--- src/rtl/led_breathe_multi.sv ---
// N-channel PWM breathing LED driver: one shared PWM counter and step prescaler
// drive per-channel brightness ramps (triangle / sawtooth / hold / off).
module led_breathe_multi #(
    parameter int CHANNELS      = 4,
    parameter int PWM_BITS      = 8,
    parameter int PRESCALE      = 200000,
    parameter int PRESCALE_BITS = 18
) (
    input  logic                         sysclk,
    input  logic                         sys_rst_n,
    input  logic                         enable,
    input  logic [2*CHANNELS-1:0]        mode,
    input  logic [PWM_BITS*CHANNELS-1:0] peak,
    output logic [CHANNELS-1:0]          led,
    output logic [PWM_BITS*CHANNELS-1:0] bright,
    output logic                         tick
);

    localparam logic [PRESCALE_BITS-1:0] RELOAD = PRESCALE_BITS'(PRESCALE - 1);

    localparam logic [1:0] MODE_TRI  = 2'b00;
    localparam logic [1:0] MODE_SAW  = 2'b01;
    localparam logic [1:0] MODE_HOLD = 2'b10;

    logic [PWM_BITS-1:0]          pwm_ctr;
    logic [PRESCALE_BITS-1:0]     step_ctr;
    logic [CHANNELS-1:0]          dir;
    logic [CHANNELS-1:0]          dir_nxt;
    logic [PWM_BITS*CHANNELS-1:0] bright_nxt;

    // Returns {dir, bright} after one step; guards keep +1/-1 from wrapping.
    function automatic logic [PWM_BITS:0] step_fn(
        input logic [1:0]          m,
        input logic [PWM_BITS-1:0] pk,
        input logic [PWM_BITS-1:0] b,
        input logic                d
    );
        logic [PWM_BITS:0] r;
        case (m)
            MODE_TRI: begin
                if (d) r = (b < pk) ? {1'b1, b + PWM_BITS'(1)} : {1'b0, b};
                else   r = (b != '0) ? {1'b0, b - PWM_BITS'(1)} : {1'b1, b};
            end
            MODE_SAW:  r = (b < pk) ? {1'b1, b + PWM_BITS'(1)} : {1'b1, {PWM_BITS{1'b0}}};
            MODE_HOLD: r = {1'b1, pk};
            default:   r = {1'b1, {PWM_BITS{1'b0}}};
        endcase
        return r;
    endfunction

    assign tick = enable && (step_ctr == '0);

    always_comb begin
        bright_nxt = bright;
        dir_nxt    = dir;
        for (int i = 0; i < CHANNELS; i++) begin
            {dir_nxt[i], bright_nxt[i*PWM_BITS +: PWM_BITS]} =
                step_fn(mode[2*i +: 2], peak[i*PWM_BITS +: PWM_BITS],
                        bright[i*PWM_BITS +: PWM_BITS], dir[i]);
        end
    end

    always_ff @(posedge sysclk or negedge sys_rst_n) begin
        if (!sys_rst_n) begin
            pwm_ctr  <= '0;
            step_ctr <= RELOAD;
            bright   <= '0;
            dir      <= '1;
            led      <= '0;
        end else begin
            pwm_ctr <= pwm_ctr + PWM_BITS'(1);
            if (!enable || step_ctr == '0) step_ctr <= RELOAD;
            else                           step_ctr <= step_ctr - PRESCALE_BITS'(1);
            for (int i = 0; i < CHANNELS; i++) begin
                led[i] <= enable && (pwm_ctr < bright[i*PWM_BITS +: PWM_BITS]);
            end
            if (tick) begin
                bright <= bright_nxt;
                dir    <= dir_nxt;
            end
        end
    end

endmodule

--- config.mk ---
export PLATFORM = sky130hd
export DESIGN_NAME = led_breathe_multi
export DESIGN_NICKNAME = d
export VERILOG_FILES = /design/src/rtl/led_breathe_multi.sv
export SDC_FILE = /design/constraint.sdc
export NUM_CORES = 1
export LEC_CHECK = 0
export ABC_AREA = 1
export CORE_ASPECT_RATIO = 1.4
export CORE_MARGIN = 8
export CORE_UTILIZATION = 58
export CTS_CLUSTER_SIZE = 12
export DETAILED_ROUTE_END_ITERATION = 16
export PLACE_DENSITY_LB_ADDON = 0.15
export SKIP_LAST_GASP = 1
export SLEW_MARGIN = 30
export SYNTH_ARGS = -nofsm -noshare
export SYNTH_HDL_FRONTEND = slang
export SYNTH_SLANG_ARGS = --single-unit
--- constraint.sdc ---
create_clock -name sysclk -period 2.44 [get_ports sysclk]
set_clock_uncertainty 0.1 [all_clocks]
set_input_delay 0.244 -clock sysclk [delete_from_list [all_inputs] [get_ports sysclk]]
set_output_delay 0.244 -clock sysclk [all_outputs]
set_load 0.01 [all_outputs]
# [Word-level counts from Yosys, hierarchy flattened]
# Cells that the tools add are included.
[op_classes] add_sub_neg=10 reduce_logical=20 n_eq_ne=16 n_lt_le_gt_ge=8 muxes=21
[ops] cell="$mux 9" n=12
[ops] cell="$pmux 9 s3" n=4
[ops] cell="$lt 8x8->1" n=8
[ops] cell="$add 8x1->8 const B" n=5
[ops] cell="$mux 8" n=4
[ops] cell="$reduce_bool 8->1" n=4
[ops] cell="$sub 8x1->8 const B" n=4
[ops] cell="$ne 3x3->1 const B" n=8
[ops] cell="$logic_not 18->1" n=1
[ops] cell="$mux 18" n=1
[ops] cell="$sub 18x1->18 const B" n=1
[ops] cell="$reduce_and 3->1" n=4
[ops] cell="$eq 2x1->1 const B" n=4
[ops] cell="$eq 2x2->1 const B" n=4
[ops] cell="$logic_not 2->1" n=4
[ops] cell="$logic_and 1x1->1" n=5
[ops] cell="$logic_not 1->1" n=1
[ops] cell="$logic_or 1x1->1" n=1
[totals] regBits=66 input_bits=43 out_inout_bits=37

# [Logic depth before layout (Yosys ltp)]
# Gate-level depths: netlist of run 1.
[logic_depth] ltp_word=4 mapped_depth=13 depth_no_buf=13

# [Least setup slack after synthesis of run 1]
# Ideal clock, no wire load.
[synth_path] kind="reg-to-reg" startpoint="register bright[3]" endpoint="register bright[1]" arrival_time_ns=1.674 path_stages_with_launch=11 synth_period_minus_slack_ns=1.839 path_buffers=0 path_slack_ns=0.601 required_ns=2.275 path_cell_list="dfrtp_1 -> ha_1 -> a21oi_1 -> nand2_1 -> nand2_2 -> nand3_1 -> nand2_2 -> nand2_8 -> nor2_8 -> nand2_1 -> nand2_1"
[synth_between] elab_chain_len=3 word_cells_on_any_way=7 cone_classes="1 x order compare; 2 x eq/ne; 2 x mux; 2 x reduce/logical"
[synth_lines] item="start, declared" line_no="15" source="output logic [PWM_BITS*CHANNELS-1:0] bright,"
[synth_lines] item="start signal, assigned" line_no="78" source="bright <= bright_nxt;"
[synth_lines] item="$lt 8x8->1 or $reduce_bool 8->1 (tied branches)" line_no="41, 44, 42"
[synth_lines] item="$ne 3x3->1 (no source line) or $mux 8 (tied branches)"
[synth_lines] item="$reduce_and 3->1 (no source line) or $pmux 9 s3 (tied branches)"
# Parallel ways exist; a longest one is shown, timed or not.
# A chain may end at the register's enable or synchronous reset.

# [Worst setup path after layout of run 1]
[layout_path] startpoint="register step_ctr[0]" endpoint="output port tick"
[layout_between] elab_chain_len=2
[layout_lines] item="start, declared" line_no="26" source="logic [PRESCALE_BITS-1:0] step_ctr;"
[layout_lines] item="start signal, assigned" line_no="73" source="else step_ctr <= step_ctr - PRESCALE_BITS'(1);"
[layout_lines] item="$logic_not 18->1" line_no="51" source="assign tick = enable && (step_ctr == '0);"
[layout_lines] item="$logic_and 1x1->1" line_no="51"
[layout_lines] item="end, declared" line_no="16" source="output logic tick"
# No other way between the ends.

==> results of run 1 <==
==> power breakdown <==
part	internal (mW)	switching (mW)	total, mW
clock network	0.841	0.490	1.33
logic	0.149	0.188	0.337
registers	1.11	0.00854	1.12
==> per-stage QoR <==
step | setup WS, ns | power, mW
6_report | 0.0859 | 2.78
5_1_grt | 0.0107 | 2.89
4_1_cts | 0.0508 | 2.81
3_5_place_dp | 0.167 | 1.47
3_3_place_gp | 0.186 | 1.47
2_1_floorplan | 0.601 | 1.31
==> final cells by class <==
cell class	count	area share (%)
Clock inverter	5	0.649
Timing Repair Buffer	97	11.6
Inverter	147	6.97
Tap cell	144	2.22
Clock buffer	11	3.12
Multi-Input combinational cell	742	54.9
Sequential cell	66	20.6
==> cell usage after synthesis (2+ instances only) <==
cell and instances:
nand4_1 15, nor2_8 4, xnor2_1 5, nand2_1 286, a31oi_1 3, nor3_4 2
nor2_4 6, a21oi_1 37, inv_1 130, inv_2 16, xor2_1 44, nor3_1 16
nand3_2 4, o21a_1 8, nand2_2 11, ha_1 85, o21ai_0 26, nor2_1 57
nand3_1 92, dfstp_2 15, dfrtp_1 51, a22oi_1 6, nand2_4 3, nand3b_1 7
nor2_2 9, clkbuf_1 5, buf_6 3, o21ai_1 4, buf_2 4, a211oi_1 2
==> flip-flops by register name, summed over array words and instances (netlist names) <==
signal / cells
bright: 32
step_ctr: 18
pwm_ctr: 8
dir: 4
led: 4
==> per-layer routing <==
metal,global-route usage [%],part of all wire [%]
met2,41.7,54
met3,2.60,3.6
met4,12.3,3.6
met1,24.3,39
met5,0,0
==> logic make-up after synthesis <==
kind of cell | count (synthesis)
adders and majority gates | 85
DFF | 66
and+or+nand+nor | 516
AOI/OAI and AO/OA | 92
xor gates and xnor gates | 49
buffers and inverters | 161
==> what timing repair did <==
item / in CTS / in global routing
pin swaps: 1 / 0
setup buffers: 1 / 0
cloned: 0 / 0
hold endpoints to repair: 51 / 0
setup endpoints to repair: 1 / 1
resized for setup: 0 / 1
hold buffers: 1 / 0
==> final timing paths <==
check | start | end | cells past startpoint
worst max-delay path | step_ctr[0]$_DFF_PN1_ | tick | 7
max in group asynchronous | sys_rst_n | dir[0]$_DFFE_PN1P_ | 3
min in group sysclk | step_ctr[0]$_DFF_PN1_ | step_ctr[0]$_DFF_PN1_ | 1
worst max register to register | bright[24]$_DFFE_PN0P_ | bright[24]$_DFFE_PN0P_ | 10
worst min register to register | step_ctr[0]$_DFF_PN1_ | step_ctr[0]$_DFF_PN1_ | 1
worst min-delay path | sys_rst_n | bright[11]$_DFFE_PN0P_ | 3
==> worst max-delay path, stage by stage (launching register included) <==
cell and delay (ns):
dfstp_2 0.37, inv_1 0.11, ha_2 0.20, inv_1 0.06
nor3_4 0.22, nand3_4 0.13, clkinv_8 0.06, clkdlybuf4s50_1 0.53
==> flow_metrics.env, run 1 <==
export IMPL_outcome="complete, no violations"
export IMPL_postRouteAntennaNets=0
export IMPL_synth_fp_nets=1097
export IMPL_synth_edf_count=0
export IMPL_netlist_instances=969
export IMPL_crit_type="flip-flop to output port"
export IMPL_drc_errors=0
export IMPL_min_path_type="input pin to async pin"
export IMPL_drt_initial_drc_count=312
export IMPL_rows=46
export IMPL_ys_ff_latch=66
export IMPL_drive_above_1_share_pct=10.5
export IMPL_syn_avg_cell_area_um2=6.98
export IMPL_place_area_mm2=0.00777
export IMPL_yosys_area_share_simple_pct=35.6
export IMPL_routed_via_density=5.29
export IMPL_synth_fa_ha_area_share_pct=15.7
export IMPL_htreeDepth=3
export IMPL_fin_tns_setup_ns=0
export IMPL_endpoint_kind="output port"
export IMPL_wl_per_cell_um=14.1
export IMPL_design_area_mm2=0.00810
export IMPL_synth_top_area_cell="dfrtp_1"
export IMPL_p_leak_nw=4.34
export IMPL_synth_warnings=0
export IMPL_p_per_area_mw_per_mm2=344
export IMPL_antenna_found_initial=0
export IMPL_grt_setup_unrepaired="no"
export IMPL_n_antenna_cell=0
export IMPL_grt_usage_pct=22.6
export IMPL_critPathArrivalTime_ns=2.01
export IMPL_netlist_top_cells_area="dfrtp_1 19%, nand2_1 16%, ha_1 16%, inv_1 7.2%, nand3_1 6.8%"
export IMPL_path_clk_slew_ns=0.06
export IMPL_grt_max_degree=67
export IMPL_seqCellArea_mm2=0.00167
export IMPL_final_cell_mix="286 x nand2_1, 130 x inv_1, 92 x nand3_1"
export IMPL_synth_top_area_share_pct=18.9
export IMPL_num_vias=6409
export IMPL_die_area_mm2=0.0154
export IMPL_setup_violations_final=0
export IMPL_stdcell_count=1212
export IMPL_yosysUniqueCellTypes=43
export IMPL_clk_latency_ns=0.33
export IMPL_die_w_um=107
export IMPL_grt_ovfl_total=0
export IMPL_drv_cap=0
export IMPL_initial_core_util_pct=59.6
export IMPL_start_kind="flip-flop"
export IMPL_numClockSinks=66
export IMPL_ios=80
export IMPL_drt_pass1_iterations=5
export IMPL_synth_compound_area_share_pct=8.00
export IMPL_multi_input_area_mm2=0.00444
export IMPL_synth_flop_cell="dfrtp_1"
export IMPL_slew_viol_final=0
export IMPL_r2r_slack_ns=0.39
export IMPL_coreArea_mm2=0.0113
export IMPL_crit_fanout=3
export IMPL_required_ns=2.10
export IMPL_dp_hpwl_um=13300
export IMPL_root_buffer="clkbuf_16"
export IMPL_fin_crit_sh_pct=96.5
export IMPL_grt_pass1_wl_um=28400
export IMPL_layout_commonest_cell="nand2_1"
export IMPL_fillCellCount=1007
export IMPL_fmax_mhz=425
export IMPL_slew_headroom_pct=75.1
export IMPL_numCtsBuffers=9
export IMPL_clk_path_buf_depth=2
export IMPL_ys_seq_area_share_pct=24.7
export IMPL_layout_nets=1191
export IMPL_io_buffers=79
export IMPL_vdd_drop_max_uv=376
export IMPL_grt_pass1_vias=6336
export IMPL_cts_tree="yes"
export IMPL_fin_hold_ws_ns=0.359
export IMPL_dp_cells=1194
export IMPL_die_y_um=144
export IMPL_gp_congestion=0.928
export IMPL_synth_area_mm2=0.00676
export IMPL_routed_wl_um=17000
export IMPL_hold_viol=0
export IMPL_finish_utilization_pct=71.4
export IMPL_synth_top_family_by_area="simple AND/OR/NAND/NOR gates"
export IMPL_worstMarginPinSlew_ns=0.374
export IMPL_synth_xor_area_share_pct=6.35
export IMPL_async_reset_ff_share_pct=100
export IMPL_areaGrowthSynthToFinish_pct=19.8
export IMPL_post_route_min_period_ns=2.35
export IMPL_muxShareOfSynthArea_pct=0
Note: power is estimated with default switching activity, not from simulation.
==> run 2, diff against run 1 <==
--- a/config.mk
+++ b/config.mk
@@ -17,3 +17,4 @@
 export SYNTH_ARGS = -nofsm -noshare
 export SYNTH_HDL_FRONTEND = slang
 export SYNTH_SLANG_ARGS = --single-unit
+export TNS_END_PERCENT = 5
==> results of run 2 <==
The final DEF is identical to that of run 1; final timing and power are the same.
